**config.mk**
```make
export PLATFORM = sky130hd
export DESIGN_NAME = pad_bank_ctrl
export DESIGN_NICKNAME = d
export VERILOG_FILES = /design/src/rtl/pad_bank_pkg.sv /design/src/rtl/pad_bank_ctrl_in_cond.sv /design/src/rtl/pad_bank_ctrl.sv
export SDC_FILE = /design/constraint.sdc
export NUM_CORES = 1
export LEC_CHECK = 0
export BUFFER_PORTS_ARGS = -buffer_cell sky130_fd_sc_hd__buf_2
export CAP_MARGIN = 20
export CORE_ASPECT_RATIO = 0.7
export CORE_MARGIN = 10
export CORE_UTILIZATION = 45
export DETAILED_ROUTE_END_ITERATION = 10
export GPL_TIMING_DRIVEN = 0
export HOLD_SLACK_MARGIN = 0.08
export PLACE_DENSITY_LB_ADDON = 0.2
export SLEW_MARGIN = 20
export SYNTH_ARGS = -nofsm -noshare
export SYNTH_HDL_FRONTEND = slang
export SYNTH_HIERARCHICAL = 1
export SYNTH_SLANG_ARGS = --single-unit
```
**constraint.sdc**
```tcl
create_clock -name clk_i -period 2.3 [get_ports clk_i]
set_input_delay 0.23 -clock clk_i [delete_from_list [all_inputs] [get_ports clk_i]]
set_output_delay 0.23 -clock clk_i [all_outputs]
set_load 0.02 [all_outputs]
```
**src/rtl/pad_bank_pkg.sv**
```systemverilog
// Shared register map, CFG field layout and reset value for the pad bank controller.
// PAD_GLITCH_FILTER_EN decides whether FILT_EN is a writable CFG bit.
package pad_bank_pkg;

   localparam int unsigned AddrW = 6;
   localparam int unsigned DataW = 32;
   localparam int unsigned CfgW  = 11;

   localparam logic [AddrW-1:0] CfgBase  = 6'd0;
   localparam logic [AddrW-1:0] RiseAddr = 6'd32;
   localparam logic [AddrW-1:0] FallAddr = 6'd33;
   localparam logic [AddrW-1:0] InAddr   = 6'd34;
   localparam logic [AddrW-1:0] MaskAddr = 6'd35;

   localparam int unsigned OeSwBit     = 0;
   localparam int unsigned IeBit       = 1;
   localparam int unsigned DsLsb       = 2;
   localparam int unsigned PeBit       = 4;
   localparam int unsigned PsBit       = 5;
   localparam int unsigned IsBit       = 6;
   localparam int unsigned SrBit       = 7;
   localparam int unsigned FiltEnBit   = 8;
   localparam int unsigned CoreCtrlBit = 9;
   localparam int unsigned OutSwBit    = 10;

   typedef struct packed {
      logic       out_sw;
      logic       core_ctrl;
      logic       filt_en;
      logic       sr;
      logic       schmitt;
      logic       ps;
      logic       pe;
      logic [1:0] ds;
      logic       ie;
      logic       oe_sw;
   } pad_cfg_t;

   // Tristated, input disabled, pull-down enabled.
   localparam pad_cfg_t PadCfgRst = pad_cfg_t'(11'h010);

   // Converts the writable CFG bits of a bus word into a CFG value.
   function automatic pad_cfg_t cfg_from_word(input logic [CfgW-1:0] w);
      logic [CfgW-1:0] bits;
      bits = w;
`ifndef PAD_GLITCH_FILTER_EN
      bits[FiltEnBit] = 1'b0;
`endif
      return pad_cfg_t'(bits);
   endfunction

endpackage

```
**src/rtl/pad_bank_ctrl_in_cond.sv**
```systemverilog
// Per-pad input conditioning: IE-gated synchroniser, optional glitch filter
// (PAD_GLITCH_FILTER_EN) and rise/fall pulses of the conditioned value.
module pad_in_cond
   import pad_bank_pkg::*;
#(
   parameter int unsigned SyncStages   = 2,
   parameter int unsigned FilterCycles = 4
) (
   input  logic clk,
   input  logic rst,
   input  logic pad_y,
   input  logic ie,
   input  logic filt_en,
   output logic y,
   output logic rise_c,
   output logic fall_c
);

   logic [SyncStages-1:0] sync_q;
   logic                  sync;
   logic                  filt_q;
   logic                  prev_q;

   always_ff @(posedge clk) begin
      if (rst) begin
         sync_q <= '0;
      end else begin
         sync_q <= {sync_q[SyncStages-2:0], pad_y & ie};
      end
   end

   assign sync = sync_q[SyncStages-1];

`ifdef PAD_GLITCH_FILTER_EN
   localparam int unsigned CntW = 8;
   logic [CntW-1:0] cnt_q;

   // Filtered value only moves after FilterCycles consecutive differing samples.
   always_ff @(posedge clk) begin
      if (rst) begin
         cnt_q  <= '0;
         filt_q <= 1'b0;
      end else if (!filt_en) begin
         cnt_q  <= '0;
         filt_q <= sync;
      end else if (sync == filt_q) begin
         cnt_q <= '0;
      end else if (cnt_q + CntW'(1) == CntW'(FilterCycles)) begin
         cnt_q  <= '0;
         filt_q <= sync;
      end else begin
         cnt_q <= cnt_q + CntW'(1);
      end
   end
`else
   localparam int unsigned unused_filter_cycles = FilterCycles;
   logic unused_filt_en;
   assign unused_filt_en = filt_en;

   always_ff @(posedge clk) begin
      if (rst) begin
         filt_q <= 1'b0;
      end else begin
         filt_q <= sync;
      end
   end
`endif

   always_ff @(posedge clk) begin
      if (rst) begin
         prev_q <= 1'b0;
      end else begin
         prev_q <= filt_q;
      end
   end

   assign y      = filt_q;
   assign rise_c = filt_q & ~prev_q;
   assign fall_c = ~filt_q & prev_q;

endmodule

```
**src/rtl/pad_bank_ctrl.sv**
```systemverilog
// Register-configured controller for a bank of bidirectional pads with
// conditioned inputs and edge interrupts; PAD_GLITCH_FILTER_EN enables the glitch filter.
module pad_bank_ctrl
   import pad_bank_pkg::*;
#(
   parameter int unsigned NumPads      = 16,
   parameter int unsigned SyncStages   = 2,
   parameter int unsigned FilterCycles = 4
) (
   input  logic               clk_i,
   input  logic               rst_i,
   input  logic               req_i,
   input  logic               we_i,
   input  logic [AddrW-1:0]   addr_i,
   input  logic [DataW-1:0]   wdata_i,
   output logic               gnt_o,
   output logic               rvalid_o,
   output logic [DataW-1:0]   rdata_o,
   output logic               err_o,
   input  logic [NumPads-1:0] core_a_i,
   input  logic [NumPads-1:0] core_oe_i,
   output logic [NumPads-1:0] core_y_o,
   output logic [NumPads-1:0] pad_a_o,
   output logic [NumPads-1:0] pad_oe_o,
   output logic [NumPads-1:0] pad_ie_o,
   output logic [NumPads-1:0] pad_ds0_o,
   output logic [NumPads-1:0] pad_ds1_o,
   output logic [NumPads-1:0] pad_pe_o,
   output logic [NumPads-1:0] pad_ps_o,
   output logic [NumPads-1:0] pad_is_o,
   output logic [NumPads-1:0] pad_sr_o,
   input  logic [NumPads-1:0] pad_y_i,
   output logic               irq_o
);

   pad_cfg_t           cfg_q [NumPads];
   logic [NumPads-1:0] rise_q, fall_q, mask_q;
   logic [NumPads-1:0] rise_c, fall_c, rise_clr_c, fall_clr_c;
   logic               rvalid_q, err_q, irq_q;
   logic [DataW-1:0]   rdata_q;
   logic               wr_c, cfg_hit_c, dec_err_c;
   logic [DataW-1:0]   rd_word_c;
   logic               unused_wdata;

   assign unused_wdata = ^wdata_i;
   assign gnt_o        = req_i;
   assign wr_c         = req_i & we_i;
   assign cfg_hit_c    = 32'(addr_i) < 32'(CfgBase) + NumPads;
   assign dec_err_c    = !(cfg_hit_c || addr_i == RiseAddr || addr_i == FallAddr ||
                           addr_i == InAddr || addr_i == MaskAddr);
   assign rise_clr_c   = (wr_c && addr_i == RiseAddr) ? wdata_i[NumPads-1:0] : '0;
   assign fall_clr_c   = (wr_c && addr_i == FallAddr) ? wdata_i[NumPads-1:0] : '0;

   // Read mux; undecoded addresses return 0.
   always_comb begin
      rd_word_c = '0;
      for (int p = 0; p < int'(NumPads); p++) begin
         if (addr_i == CfgBase + AddrW'(p)) begin
            rd_word_c = {{(DataW-CfgW){1'b0}}, cfg_q[p]};
         end
      end
      case (addr_i)
         RiseAddr: rd_word_c = DataW'(rise_q);
         FallAddr: rd_word_c = DataW'(fall_q);
         InAddr:   rd_word_c = DataW'(core_y_o);
         MaskAddr: rd_word_c = DataW'(mask_q);
         default:  ;
      endcase
   end

   // Configuration, sticky status (edge set beats same-cycle clear) and interrupt.
   always_ff @(posedge clk_i) begin
      if (rst_i) begin
         for (int p = 0; p < int'(NumPads); p++) begin
            cfg_q[p] <= PadCfgRst;
         end
         rise_q <= '0;
         fall_q <= '0;
         mask_q <= '0;
         irq_q  <= 1'b0;
      end else begin
         if (wr_c) begin
            for (int p = 0; p < int'(NumPads); p++) begin
               if (addr_i == CfgBase + AddrW'(p)) begin
                  cfg_q[p] <= cfg_from_word(wdata_i[CfgW-1:0]);
               end
            end
            if (addr_i == MaskAddr) begin
               mask_q <= wdata_i[NumPads-1:0];
            end
         end
         rise_q <= (rise_q & ~rise_clr_c) | rise_c;
         fall_q <= (fall_q & ~fall_clr_c) | fall_c;
         irq_q  <= |((rise_q | fall_q) & mask_q);
      end
   end

   always_ff @(posedge clk_i) begin
      if (rst_i) begin
         rvalid_q <= 1'b0;
         err_q    <= 1'b0;
         rdata_q  <= '0;
      end else begin
         rvalid_q <= req_i;
         err_q    <= req_i & dec_err_c;
         rdata_q  <= (req_i && !we_i && !dec_err_c) ? rd_word_c : '0;
      end
   end

   assign rvalid_o = rvalid_q;
   assign err_o    = err_q;
   assign rdata_o  = rdata_q;
   assign irq_o    = irq_q;

   for (genvar g = 0; g < int'(NumPads); g++) begin : g_pad
      logic [CfgW-1:0] cb;
      assign cb           = cfg_q[g];
      assign pad_oe_o[g]  = cb[CoreCtrlBit] ? core_oe_i[g] : cb[OeSwBit];
      assign pad_a_o[g]   = cb[CoreCtrlBit] ? core_a_i[g]  : cb[OutSwBit];
      assign pad_ie_o[g]  = cb[IeBit];
      assign pad_ds0_o[g] = cb[DsLsb];
      assign pad_ds1_o[g] = cb[DsLsb+1];
      assign pad_pe_o[g]  = cb[PeBit];
      assign pad_ps_o[g]  = cb[PsBit];
      assign pad_is_o[g]  = cb[IsBit];
      assign pad_sr_o[g]  = cb[SrBit];

      pad_in_cond #(
         .SyncStages   (SyncStages),
         .FilterCycles (FilterCycles)
      ) u_in_cond (
         .clk     (clk_i),
         .rst     (rst_i),
         .pad_y   (pad_y_i[g]),
         .ie      (cb[IeBit]),
         .filt_en (cb[FiltEnBit]),
         .y       (core_y_o[g]),
         .rise_c  (rise_c[g]),
         .fall_c  (fall_c[g])
      );
   end

endmodule

```
* Word level (Yosys, flattened, before mapping)
Memory sizes are Yosys's and may differ from the RTL's.
Cells that the tools add are included.
** Storage, ports and cells
- Flip-flop bits (word level) :: 147
- Memory bits (writable) :: 160
- Input bits :: 90
- Output and inout bits :: 196
- Logic and storage cells :: 330
- Memories :: 1
** Memory list
- cfg_q :: depth 16, width 10, read ports 16, clocked after memory_dff 0, write ports 16, line pad_bank_ctrl.sv:36 : pad_cfg_t cfg_q [NumPads];
** Operators by class
- Magnitude comparators :: 1
- Equal/unequal tests :: 19
- Multiplexer cells :: 133
- Bitwise logic cells :: 107
- Reduce and logical (&&, ||, !) cells :: 14
** Operators with widths (number)
- $mux 32 :: 14
- $mux 10 :: 16
- $pmux 32 s4 :: 1
- $mux 1 :: 98
- $and 1x1->1 :: 50
- $and 16x16->16 :: 3
- $eq 6x4->1 const B :: 8
- $or 16x16->16 :: 3
- $not 1->1 :: 33
- $mux 16 :: 2
- $not 16->16 :: 2
- $eq 6x3->1 const B :: 4
- $eq 6x6->1 const B :: 4
- $mux 11 :: 2
- $or 1x1->1 :: 16
- $reduce_or 16->1 :: 1
- $eq 6x2->1 const B :: 2
- $eq 6x1->1 const B :: 1
- $logic_not 6->1 :: 1
- $lt 6x5->1 const B :: 1
- $logic_and 1x1->1 :: 4
- $logic_or 1x1->1 :: 4
- $logic_not 1->1 :: 2
- $reduce_and 2->1 :: 1
- $reduce_or 2->1 :: 1

* Depth between registers and ports, before layout
- Depth in word-level cells :: 18
- Mapped depth :: 9

* Hierarchy
Netlist, hierarchy kept.
** Modules (own cells, without submodules)
- pad_bank_ctrl :: times used 1, cells each 1015, area each 11307.1 um^2, seq. area each 6145.9 um^2
- pad_in_cond :: times used 16, cells each 10, area each 120.1 um^2, seq. area each 80.1 um^2

* Worst setup path before layout
No wires, ideal clock.
- Kind :: input to register
- From :: input port addr_i[4]
- To :: memory cfg_q[1][30] (netlist bit), enable pin
- Setup time :: 0.379 ns
- Arrival :: 1.781 ns
- Data required time :: 1.921 ns
- Setup slack :: 0.140 ns
- Stages on the path :: 5
- Buffers on the path :: 2
- Cells stage by stage :: buf_2 nor4b_2 buf_2 nand2_1 o21bai_1
** RTL lines
- start, declared :: line pad_bank_ctrl.sv:14 : input logic [AddrW-1:0] addr_i,
- end, declared :: line pad_bank_ctrl.sv:36

==> summary.md <==
| Metric | Value |
|---|---|
| CP Buf/Inv Count | `2` |
| Distinct cells, synth | `56` |
| Crit path top cell by count | `buf_2` |
| P&R area growth vs syn | `23.4%` |
| GP Congestion | `~0.94` |
| Post-DP HPWL | `33.5 mm` |
| Met3 usage | `6.41%` |
| Avg Cell Area, Syn | `between 10 and 15 um2` |
| Drc violations | `0` |
| Post-Syn Area | `13200 um2` |
| Pin count of the biggest net entering global routing | `70` |
| Cells after DPL | `around 1800` |
| Max-capacitance violation count | `0` |
| Crit path launch type | `input pin` |
| Switching pwr | `3.02 mW` |
| CTS Sinks | `291` |
| Final Max Tran Viols | `0` |
| Gr ovfl total | `0` |
| Register share of total power | `between 40% and 50%` |
| Max Clock Freq | `441 MHz` |
| CTS Root Cell | `clkbuf_16` |
| Clk_skew | `between 0.015 and 0.02 ns` |
| Clock Power Share | `39.7%` |
| Switching share of power | `24.8%` |
| GRT Total Usage | `about a quarter` |
| EDFF count, synth | `160` |
| H-tree levels | `1` |
| Initial drt markers | `1099` |
| Crit Path Max Fanout | `10` |
| Clk Latency, worst-skew pair | `roughly 0.57 ns` |
| Crit Path Category | `input pin to register` |
| Core Area | `approximately 29000 um2` |
| First-pass GRT wire length | `65.6 mm` |
| Worst-Margin Slew | `1.09 ns` |
| DIE AREA | `approximately 37000 um2` |
| CP Capture Type | `register` |
| Reg-to-Reg Start | `cfg_q[0][24]` |
| Number of global-route vias before repair | `10300` |
| Initial core utilization | `~46%` |
| Final Hold Fails | `0` |
| Slowest cell on the critical path | `nor4b_2` |
| Worst-path clk slew | `0.06 ns` |
| Die width | `225 um` |
| Critical path, cell by cell | `buf_2, nor4b_2, buf_2, nand2_1, o21bai_2` |
| Site Rows | `52` |
| Num CTS Buffers | `28` |
| Clock tree from TritonCTS | `yes` |
| Drt via density | `5.46` |
| Fraction of layout instances using a drive strength above 1 | `36.7%` |
| Post-Route WL | `between 40 and 50 mm` |
| VDD IR max | `roughly 540 uV` |
| WL per Instance | `23.5 um` |
| Met2 usage | `36.5%` |
| Rel. slew slack | `27.3%` |
| Pre-antenna DRT Iters | `5` |
| Synth Flop Type | `edfxtp_1` |
| Die Y | `approximately 160 um` |
| Hold path cells | `2` |
| Yosys warning count | `6` |
| Outcome | `finished clean` |
| Post-synthesis async set-or-reset flop share | `0%` |
| Initial antenna violation count | `1` |
| # port buffers | `roughly 250` |
| Hold EP | `g_pad[13].u_in_cond/prev_q` |
| Final Setup Violations | `0` |
| R2R setup slack | `0.43 ns` |
| Period minus WS final | `2.27 ns` |
| FF+latch count, synth | `291` |
| Routed Antenna Nets | `0` |
| RSZ-0062 raised after global routing | `false` |
| Min-delay src | `rst_i` |
| Path type of the worst min-delay path | `input pin to register` |
| Worst r2r path cells | `4` |
| Tot Pwr | `12.2 mW` |
| Fin nets | `1591` |
| Post-Layout Cell Count | `1901` |
| Internal power | `roughly 9 mW` |
| I/O Pins | `286` |
| M1 GR Usage | `32.2%` |
| Cell area power density | `746 nW/um2` |
| Leak pwr | `~6.7 nW` |
| Gate Count Post-Synth | `approximately 1200` |
| R2r endpoint | `rdata_o[4]` |
| Logic gate share of total power | `11.8%` |
| Hold WS | `around 0.11 ns` |
| WP data arrival | `2.47 ns` |
| Clock Path Buffers | `3` |
| TNS Setup | `0 ns` |
| Gr busiest metal | `met2` |
| Register area share after synthesis | `56.1%` |
| Routed vias | `10400` |
| CP delay by family, top | `simple AND/OR/NAND/NOR gates` |
| Final period util | `98.6%` |
| Crit-path max cell delay | `0.94 ns` |
| CP required | `between 2 and 3 ns` |
==> worst max-delay path by stage <==
stage | endpoint | slack (ns) | from | cells past startpoint
after global placement | cfg_q[1][35] | -1.25 | rst_i | 5
after global routing | cfg_q[1][8] | 0.001 | req_i | 7
after detailed placement | cfg_q[1][35] | -0.87 | rst_i | 5
after floorplan | cfg_q[1][30] | 0.14 | addr_i[4] | 5
final | cfg_q[1][39] | 0.03 | addr_i[4] | 5
after CTS | cfg_q[1][70] | 0.02 | addr_i[0] | 6
==> cell type report <==
cell class | instances | area, um2
diodes | 1 | 2.50
plain buffers | 193 | 1290
clock buffers | 43 | 878
clock inverters | 8 | 87.6
fillers | 2558 | 12600
inverters | 11 | 41.3
multi-input cells | 695 | 4550
flip-flops and latches | 291 | 7430
well taps | 378 | 473
repair buffers | 281 | 1580
==> power groups by stage <==
stage / Clock [mW] / Sequential (mW) / Combinational (mW)
after global placement: 0 / 6.01 / 1.38
after CTS: 4.84 / 5.90 / 1.44
after detailed placement: 0 / 6.01 / 1.38
after global routing: 5.08 / 5.92 / 1.53
after floorplan: 0 / 5.92 / 0.900
final: 4.83 / 5.91 / 1.44
==> cell usage after synthesis (2+ instances only) <==
master	count	area share (%)
buf_4	136	7.7
mux2_2	45	3.8
inv_1	11	0.31
mux4_2	29	4.9
buf_2	26	0.98
o22ai_1	6	0.28
a21oi_1	59	2.2
or3_1	3	0.14
o21ai_0	43	1.6
or4b_1	2	0.15
a221o_1	5	0.38
a22o_1	2	0.13
a221oi_1	10	0.66
nor2b_1	85	4.0
nor4_1	5	0.24
nand2_1	96	2.7
edfxtp_1	160	36
dfxtp_1	131	20
nor4b_2	2	0.23
o221ai_1	5	0.33
o32ai_1	3	0.20
nor2_1	142	4.0
mux2i_1	5	0.38
o31ai_1	3	0.17
a31oi_1	2	0.095
o21bai_1	5	0.28
nor3_1	10	0.38
and3b_1	17	1.1
o21a_1	2	0.11
and3_1	10	0.47
buf_6	3	0.26
a22oi_1	3	0.17
nor3b_1	2	0.11
a32oi_1	3	0.20
nand2b_1	21	0.99
clkbuf_1	28	0.79
nor3_4	2	0.25
or2_2	11	0.52
o211ai_1	4	0.23
nand3_1	13	0.49
nand4_1	10	0.47
==> flip-flops by register name, summed over array words and instances (netlist names) <==
| signal | count |
|---|---|
| rise_q | 16 |
| rdata_o | 16 |
| g_pad.u_in_cond/y | 16 |
| err_o | 1 |
| g_pad.u_in_cond/sync_q | 32 |
| rvalid_o | 1 |
| irq_o | 1 |
| fall_q | 16 |
| g_pad.u_in_cond/prev_q | 16 |
| cfg_q | 160 |
| mask_q | 16 |
==> placed cells by master (no fill, tap or decap), drive strengths merged, types with 29 or more instances in the layout <==
master | netlist | final
mux2 | 45 | 45
buf | 165 | 413
mux4 | 29 | 29
o21ai | 43 | 43
nor2 | 143 | 143
clkbuf | 28 | 71
nor2b | 85 | 85
dfxtp | 131 | 131
dlygate4sd3 | 0 | 33
nand2 | 96 | 96
a21oi | 59 | 59
edfxtp | 160 | 160
==> layer usage <==
layer / wire length (um) / vias up
met5: 0 / -
met4: 1250 / 0
met3: 4520 / 76
met2: 20000 / 557
met1: 18900 / 5075
li1: - / 4663
==> repair_timing <==
item                       CTS  global route
hold buffers                33             0
resized for setup            2             5
hold endpoints to repair    65             0
setup buffers                0             0
setup endpoints to repair   10           127
==> worst register-to-register path, delay by kind of cell, from the launching register on <==
family / cells / cell delay [ns]
DFF: 1 / 0.45
and+or+nand+nor: 1 / 0.11
AOI/OAI and AO/OA: 2 / 0.69
muxes: 1 / 0.51
==> cells by family after synthesis <==
kind of cell | Yosys count | share of synthesized area [%]
mux | 79 | 9.15
other cells | 1 | 0.0283
flops | 291 | 56.1
simple gates | 440 | 17.2
buf+inv | 204 | 10.1
compound gates | 160 | 7.42
==> stage by stage <==
stage	worst slack, ns	util (%)	instance area [um2]
2_1_floorplan	0.140	-	13300
3_3_place_gp	-1.25	51.8	15000
5_1_grt	0.00116	56.4	16300
4_1_cts	0.0214	56.3	16300
6_report	0.0311	56.4	16300
3_5_place_dp	-0.868	51.8	15000
Power figures use the tool's default switching activity.
